`src/rtl/pipe_stage_reg.sv`:
```
// Pipeline-boundary register: payload + valid with stall/bubble/flush handling,
// a loop-back channel held across stalls, and a saturating bubble counter.
module pipe_stage_reg #(
    parameter int unsigned       DATA_W     = 32,
    parameter int unsigned       LOOP_W     = 66,
    parameter int unsigned       STALL_W    = 6,
    parameter int unsigned       STAGE_IDX  = 3,
    parameter logic [DATA_W-1:0] BUBBLE_VAL = '0,
    parameter int unsigned       CNT_W      = 16
) (
    input  logic               clk,
    input  logic               rst,
    input  logic [STALL_W-1:0] stall,
    input  logic               flush,
    input  logic               clr_cnt,
    input  logic               in_valid,
    input  logic [DATA_W-1:0]  in_data,
    input  logic [LOOP_W-1:0]  loop_i,
    output logic               out_valid,
    output logic [DATA_W-1:0]  out_data,
    output logic [LOOP_W-1:0]  loop_o,
    output logic [CNT_W-1:0]   bubble_cnt
);

    generate
        if (STAGE_IDX > STALL_W - 2) begin : g_bad_stage_idx
            $error("pipe_stage_reg: STAGE_IDX must lie in 0..STALL_W-2");
        end
    endgenerate

    logic s;
    logic d;
    logic bubble;
    logic stall_unused;

    assign s      = stall[STAGE_IDX];
    assign d      = stall[STAGE_IDX+1];
    assign bubble = s & ~d;
    // Only two bits of the shared stall vector matter to this instance.
    assign stall_unused = ^stall;

    always_ff @(posedge clk) begin
        if (rst) begin
            out_valid  <= 1'b0;
            out_data   <= BUBBLE_VAL;
            loop_o     <= '0;
            bubble_cnt <= '0;
        end else if (flush) begin
            out_valid <= 1'b0;
            out_data  <= BUBBLE_VAL;
            loop_o    <= '0;
        end else begin
            if (!s) begin
                out_valid <= in_valid;
                out_data  <= in_valid ? in_data : BUBBLE_VAL;
                loop_o    <= '0;
            end else if (!d) begin
                out_valid <= 1'b0;
                out_data  <= BUBBLE_VAL;
                loop_o    <= loop_i;
            end else begin
                loop_o    <= loop_i;
            end

            if (clr_cnt) begin
                bubble_cnt <= '0;
            end else if (bubble && (bubble_cnt != '1)) begin
                bubble_cnt <= bubble_cnt + CNT_W'(1);
            end
        end
    end

endmodule

```
`config.mk`:
```
export PLATFORM = sky130hd
export DESIGN_NAME = pipe_stage_reg
export DESIGN_NICKNAME = d
export VERILOG_FILES = /design/src/rtl/pipe_stage_reg.sv
export SDC_FILE = /design/constraint.sdc
export NUM_CORES = 1
export LEC_CHECK = 0
export ABC_AREA = 0
export ABC_CLOCK_PERIOD_IN_PS = 1910
export CORE_MARGIN = 2
export CORE_UTILIZATION = 50
export CTS_BUF_LIST = sky130_fd_sc_hd__clkbuf_8
export DETAILED_ROUTE_END_ITERATION = 10
export DONT_BUFFER_PORTS = 1
export GPL_TIMING_DRIVEN = 0
export MAX_ROUTING_LAYER = met4
export SYNTH_ARGS = -nofsm -noshare
export SYNTH_HDL_FRONTEND = slang
export SYNTH_SLANG_ARGS = --single-unit
```
`constraint.sdc`:
```
create_clock -name clk -period 1.91 [get_ports clk]
set_input_delay 0.382 -clock clk [delete_from_list [all_inputs] [get_ports clk]]
set_output_delay 0.382 -clock clk [all_outputs]
set_load 0.01 [all_outputs]
```
# After elaboration in Yosys (flattened, before gate mapping)
# Cells that the tools add are included.
dict set report word_totals {
  regBits 115
  in_bits 109
  word_cells 23
}
dict set report op_classes {
  addsub 1
  n_eq_ne 2
  muxes 7
  n_bitwise 4
  n_reduce_logical 5
}
# cell n
set op_table {}
lappend op_table {{two-way mux 32 bit} 3}
lappend op_table {{two-way mux 16 bit} 2}
lappend op_table {{adder 16 x 1 -> 16 bit, second input constant} 1}
lappend op_table {{!= test 16 bit, second input constant} 1}
lappend op_table {{NOT 1 bit} 3}
lappend op_table {{OR reduction 3 bit} 1}
lappend op_table {{two-way mux 1 bit} 2}
lappend op_table {{!= test 2 bit, second input constant} 1}
lappend op_table {{AND reduction 2 bit} 1}
lappend op_table {{nonzero test 2 bit} 1}
lappend op_table {{OR reduction 2 bit} 1}
lappend op_table {{bitwise AND 1 bit} 1}
lappend op_table {{logical AND 1 bit} 1}

# Logic depth before layout (Yosys ltp)
# Gate-level depths: netlist of the first run.
dict set report logic_depth {
  ltp_word 5
  mapped_depth 6
}

# Worst setup path before layout of the first run
# Ideal clock, no wire load.
dict set report synth_timing {
  kind {reg-to-reg}
  start {register bubble_cnt[2]}
  end {register bubble_cnt[12]}
  setup_ns 0.070
  arrival_time_ns 1.579
  slack_ns 0.260
  stages_incl_launch_ff 7
  synth_period_minus_slack_ns 1.650
  cell_sequence {dfxtp_1 > and4_1 > buf_6 > and4_4 > nand4_1 > or4_1 > a21oi_1}
}
dict set report synth_via {
  elab_chain_cells 4
  word_cells_on_any_way 7
  classes_between {add/sub (1); eq/ne (1); mux (2); reduce/logical (3)}
}
# element line_no
set synth_rtl {}
lappend synth_rtl {{from (decl)} 22} ;# output logic [CNT_W-1:0] bubble_cnt
lappend synth_rtl {{from (signal assigned)} 68} ;# bubble_cnt <= bubble_cnt + CNT_W'(1);
lappend synth_rtl {{branches (longest 4 deep; another with adder 16 x 1 -> 16 bit)} n/a}
# Parallel ways; which one is timed is not known. The select of a mux whose other input is x is not followed.
# A chain may end at the register's enable or synchronous reset.

# Final worst setup path of the first run
dict set report layout_timing {
  start {register bubble_cnt[5]}
  end {register bubble_cnt[5]}
}
# The elaborated chain is that of the path after synthesis.

==> results of run 1 <==
==> final cells by class <==
type | count | area, µm² | area share (%)
Antenna cell | 3 | 7.51 | 0.171
Buffer | 31 | 125 | 2.85
Clock buffer | 18 | 248 | 5.65
Clock inverter | 14 | 151 | 3.45
Inverter | 2 | 7.51 | 0.171
Multi-Input combinational cell | 221 | 1390 | 31.7
Sequential cell | 115 | 2310 | 52.6
Tap cell | 99 | 124 | 2.82
Timing Repair Buffer | 3 | 22.5 | 0.513
==> stage by stage <==
step                      utilization (%)  cells  TNS (ns)
final                                59.8    506         0
after global routing                 59.8    506   -0.0477
after CTS                            59.3    500         0
after detailed placement             53.8    468    -0.169
after global placement               53.8    468    -0.163
after floorplan                         -    369         0
==> metal layers <==
metal / vias up / GRT usage (%) / wire length, µm
li1: 1378 / - / -
met1: 1316 / 27.1 / 3910
met2: 153 / 35.7 / 4660
met3: 10 / 9.38 / 866
met4: 0 / 9.09 / 163
met5: - / - / 0
==> flip-flops by register name, indices dropped and copies added, names as in the netlist <==
| register | count |
|---|---|
| loop_o | 66 |
| out_data | 32 |
| bubble_cnt | 16 |
| out_valid | 1 |
==> synthesized netlist by cell type, drive strengths merged <==
library cell / instances / area (µm²)
a41oi: 2 / 17.5
nand2b: 3 / 18.8
dfxtp: 115 / 2300
and2: 3 / 18.8
nor2: 38 / 143
a22oi: 32 / 240
o211ai: 3 / 36.3
o2111a: 1 / 11.3
nand2: 8 / 32.5
or2: 1 / 6.26
mux2i: 1 / 10.0
and3b: 1 / 8.76
o41ai: 2 / 17.5
and3: 69 / 433
a2bb2oi: 1 / 8.76
clkbuf: 28 / 105
xnor2: 1 / 8.76
ha: 1 / 12.5
a21oi: 7 / 35.0
or3: 3 / 18.8
o311ai: 2 / 17.5
a21boi: 1 / 7.51
a31oi: 6 / 37.5
o21a: 3 / 22.5
nand3: 10 / 55.1
o31ai: 1 / 7.51
nand4: 2 / 27.5
inv: 2 / 7.50
and4: 6 / 56.3
a211oi: 1 / 7.51
o21ai: 5 / 25.0
or4: 1 / 7.51
nor2b: 3 / 18.8
nor3: 3 / 15.0
buf: 3 / 20.0
==> critical path, delay by kind of cell, from the launching register on <==
kind	cells	cell delay, ns
AOI/OAI and AO/OA	2	0.35
and+or+nand+nor	3	0.72
DFF	1	0.37
buffers and inverters	2	0.29
==> timing repair <==
| action | 4_1_cts | 5_1_grt |
|---|---|---|
| gates resized for setup | 2 | 5 |
| pin swaps | 0 | 1 |
| hold buffers | 0 | 0 |
| hold endpoints to repair | 0 | 0 |
| setup buffers | 0 | 3 |
| setup endpoints to repair | 5 | 8 |
==> cells by family (layout without fill, tap and decap cells) <==
| kind of cell | Yosys count | after routing | share of synthesized area, % |
|---|---|---|---|
| other | 0 | 3 | 0 |
| buffers and inverters | 33 | 68 | 3.47 |
| and+or+nand+nor | 151 | 151 | 22.5 |
| DFF | 115 | 115 | 60.3 |
| adders and majority gates | 1 | 1 | 0.328 |
| xor gates and xnor gates | 1 | 1 | 0.229 |
| muxes | 1 | 1 | 0.262 |
| AOI/OAI and AO/OA | 67 | 67 | 12.9 |
==> report_power, final <==
part	switching (mW)	internal, mW	total [mW]	leakage (nW)
registers	0.0533	2.45	2.50	0.936
logic	0.115	0.0597	0.174	0.744
clock network	1.01	1.21	2.22	0.194
==> worst min path at each step <==
| stage | to | from | cells after the start | slack, ns |
|---|---|---|---|---|
| after global placement | loop_o[62]$_SDFF_PP0_ | loop_i[62] | 1 | 0.53 |
| after CTS | loop_o[31]$_SDFF_PP0_ | loop_i[31] | 1 | 0.09 |
| final | loop_o[14]$_SDFF_PP0_ | loop_i[14] | 1 | 0.11 |
| after global routing | loop_o[64]$_SDFF_PP0_ | loop_i[64] | 1 | 0.08 |
| after floorplan | bubble_cnt[14]$_SDFFE_PP0P_ | bubble_cnt[14]$_SDFFE_PP0P_ | 1 | 0.51 |
| after detailed placement | loop_o[44]$_SDFF_PP0_ | loop_i[44] | 1 | 0.54 |
==> results.txt, run 1 <==
slew margin rel. - 47.6%
power consumption - 4.89 mW
Post-DP HPWL - 6990 µm
Clock transition at path regs - 0.07 ns
core area - 7330 µm²
Layout Nets - 501
total CTS buffers - 17
critical path type - flip-flop to flip-flop
gr usage total - 23.1%
CTS H-tree lvls - 4
first-pass GRT wire length - 14400 µm
post-synthesis instance total - 369
Placer Congestion - 0.811
CP startpoint kind - flip-flop
drt pass-1 iters - 4
fmax - 544 MHz
maximum number of pins on one net before global-route repair - 17
Worst Hold Class - input port to flip-flop
Top Ports - 224
cell area power density - 1120 nW/µm²
Leak - 1.87 nW
pre-CTS setup slack - -0.0559 ns
clk_skew - 0.0104 ns
VDD IR max - 0.593 mV
Seq/Total Area, Yosys - 60.3%
antenna viol nets, final - 0
chip height - 91.4 µm
vias in the first global route - 2723
FP Rows - 31
# fillers - 633
Critical Path Sink - bubble_cnt[5]$_SDFFE_PP0P_
post-synthesis register bit count - 115
initial antenna violation count - 3
crit path capture type - flip-flop
CTS tree - done
crit path cell chain - and4_1 -> buf_6 -> nand4_4 -> o211ai_4 -> buf_4 -> or3_1 -> o41ai_2
wire per inst - 19.0 µm
worst r2r src - bubble_cnt[5]$_SDFFE_PP0P_
Vias - 2857
number of DRC markers in iteration 0 - 157
Overflow after GRT - 0
synth unique cells - 47
CTS Buffer Depth - 2
worst r2r path cells - 7
die width - 91.4 µm
number of max-cap violations - 0
status - completed
Yosys warnings - 0
synthesized area - 3820 µm²
Worst Path Arrival - 2.15 ns
port buffer count - 0
Reg2Reg Capture Point - bubble_cnt[5]$_SDFFE_PP0P_
most common cell after layout, fill and taps aside - dfxtp_1
Critical Path RT - 2.22 ns
vias per cell - 5.65
minimum clock period - 1.84 ns
placed instance area - 3940 µm²
# setup viols final - 0
Starting Density - 52.1%
clock insertion delay at the later pin of the skew report - 0.41 ns
syn nets - 479
crit path launch - bubble_cnt[5]$_SDFFE_PP0P_
Hold WS - 0.115 ns
most frequent cells in the layout - 110 x dfxtp_1, 68 x and3_1, 38 x nor2_1
CP max stage cell - dfxtp_1
final worst path period share - 96.3%
Slew Limit Fails - 0
die area - 8350 µm²
Remaining DRCs - 0
CTS Root Cell - clkbuf_8
CP max FO - 7
Routed Wire Length - 9600 µm
CP peak stage delay - 0.37 ns
Area growth syn-to-layout - 14.9%
worst slew pin tran - 0.786 ns
final hold violation count - 0
fin area - 4390 µm²
FF-to-FF setup slack - 0.07 ns
layout cells sized above 1 - 12.9%
CTS Sinks - 115
syn avg cell area - 10.3 µm²
worst setup margin - 0.0704 ns
Power figures use the tool's default switching activity.
==> run 2: changes to the inputs <==
--- a/config.mk
+++ b/config.mk
@@ -13,6 +13,7 @@
 export DETAILED_ROUTE_END_ITERATION = 10
 export DONT_BUFFER_PORTS = 1
 export GPL_TIMING_DRIVEN = 0
+export HOLD_SLACK_MARGIN = 0.12
 export MAX_ROUTING_LAYER = met4
 export SYNTH_ARGS = -nofsm -noshare
 export SYNTH_HDL_FRONTEND = slang
==> results.txt, run 2 (synthesized netlist as in run 1, its figures left out) <==
status - completed
vias in the first global route - 3340
initial antenna violation count - 0
Post-DP HPWL - 6990 µm
CP startpoint kind - flip-flop
dpl cells - 468
Top reg by flops - loop_o
Remaining DRCs - 0
Worst Path Arrival - 2.15 ns
CTS Sinks - 115
vias per cell - 5.45
number of max-cap violations - 0
CTS H-tree lvls - 4
Critical Path RT - 2.23 ns
clock insertion delay at the later pin of the skew report - 0.41 ns
CTS Root Cell - clkbuf_8
clk_skew - 0.0111 ns
most frequent cells in the layout - 110 x dfxtp_1, 96 x dlygate4sd3_1, 68 x and3_1
Placer Congestion - 0.811
registers with the most flip-flops - loop_o (66), out_data (32), bubble_cnt (16)
final worst path period share - 96.1%
FP Rows - 31
Starting Density - 52.1%
Slew Limit Fails - 0
maximum number of pins on one net before global-route repair - 17
power consumption - 5.08 mW
crit path capture type - flip-flop
Top Ports - 224
Finished Layout Cells - 599
CTS tree - done
Leak - 2.27 nW
setup TNS - 0 ns
Area growth syn-to-layout - 39.9%
Finished Core Util - 72.8%
cell area power density - 951 nW/µm²
most common cell after layout, fill and taps aside - dfxtp_1
Worst Hold Class - input port to flip-flop
Hold WS - 0.151 ns
antenna viol nets, final - 0
CTS Buffer Depth - 2
total CTS buffers - 17
fmax - 545 MHz
Vias - 3263
critical path type - flip-flop to flip-flop
CP max FO - 7
layout cells sized above 1 - 10.4%
FF-to-FF setup slack - 0.07 ns
slew margin rel. - 50.6%
Routed Wire Length - 11100 µm
ANT cells - 0
Clock transition at path regs - 0.07 ns
max reg flops - 66
Layout Nets - 597
drt pass-1 iters - 4
# setup viols final - 0
die area - 8350 µm²
port buffer count - 0
worst slew pin tran - 0.741 ns
minimum clock period - 1.84 ns
Overflow after GRT - 0
chip height - 91.4 µm
# fillers - 501
first-pass GRT wire length - 16900 µm
gr usage total - 26.6%
final hold violation count - 0
wire per inst - 18.4 µm
core area - 7330 µm²
VDD IR max - 0.648 mV
number of DRC markers in iteration 0 - 158
die width - 91.4 µm
-- run 2: cell types whose count changed in the layout (fill, tap and decap cells not counted) --
cell	delta
diode_2	-3
dlygate4sd3_1	+96
-- run 2: critical path: stages, from the launching register on --
cell      delay [ns]
dfxtp_1         0.38
and4_1          0.24
buf_6           0.13
nand4_4         0.13
o211ai_4        0.14
buf_4           0.16
or3_1           0.35
o41ai_2         0.21
-- run 2: layout make-up --
type / instances / area [µm²] / share of cell area [%]
Timing Repair Buffer: 99 / 983 / 18.4
Tap cell: 99 / 124 / 2.32
Buffer: 31 / 125 / 2.34
Sequential cell: 115 / 2310 / 43.2
Multi-Input combinational cell: 221 / 1390 / 26.1
Inverter: 2 / 7.51 / 0.141
Clock inverter: 14 / 151 / 2.84
Clock buffer: 18 / 248 / 4.64
-- run 2: path summary, 6_finish.rpt --
kind,from,endpoint,cells after the start
setup / recovery,bubble_cnt[5]$_SDFFE_PP0P_,bubble_cnt[5]$_SDFFE_PP0P_,7
hold / removal,loop_i[18],loop_o[18]$_SDFF_PP0_,1
hold reg to reg,bubble_cnt[11]$_SDFFE_PP0P_,bubble_cnt[11]$_SDFFE_PP0P_,1
setup reg to reg,bubble_cnt[5]$_SDFFE_PP0P_,bubble_cnt[5]$_SDFFE_PP0P_,7
-- run 2: routing by layer --
metal	track usage, %	part of all wire (%)	up-vias
met2	43.8	51	158
met3	9.13	6.9	16
met4	9.85	2.0	0
met1	30.1	41	1520
met5	-	0	-
li1	-	-	1569
-- run 2: timing repair --
item | CTS | global route
setup buffers | 0 | 3
endpoints found under the setup margin | 5 | 8
resized for setup | 2 | 5
pin swaps | 0 | 1
cloned | 0 | 0
hold endpoints to repair | 96 | 0
hold buffers | 96 | 0
-- run 2: through the flow --
step                setup WS (ns)  area [µm²]
finish                     0.0747        5340
global route              -0.0276        5340
CTS                       0.00839        5310
detailed placement        -0.0559        3940
global placement          -0.0411        3940
floorplan                   0.260        3820
-- run 2: power breakdown --
part           internal (mW)  total, mW  switching [mW]
clock                   1.21       2.23            1.03
combinational          0.190      0.342           0.152
sequential              2.45       2.50          0.0548
total                   3.84       5.08            1.23
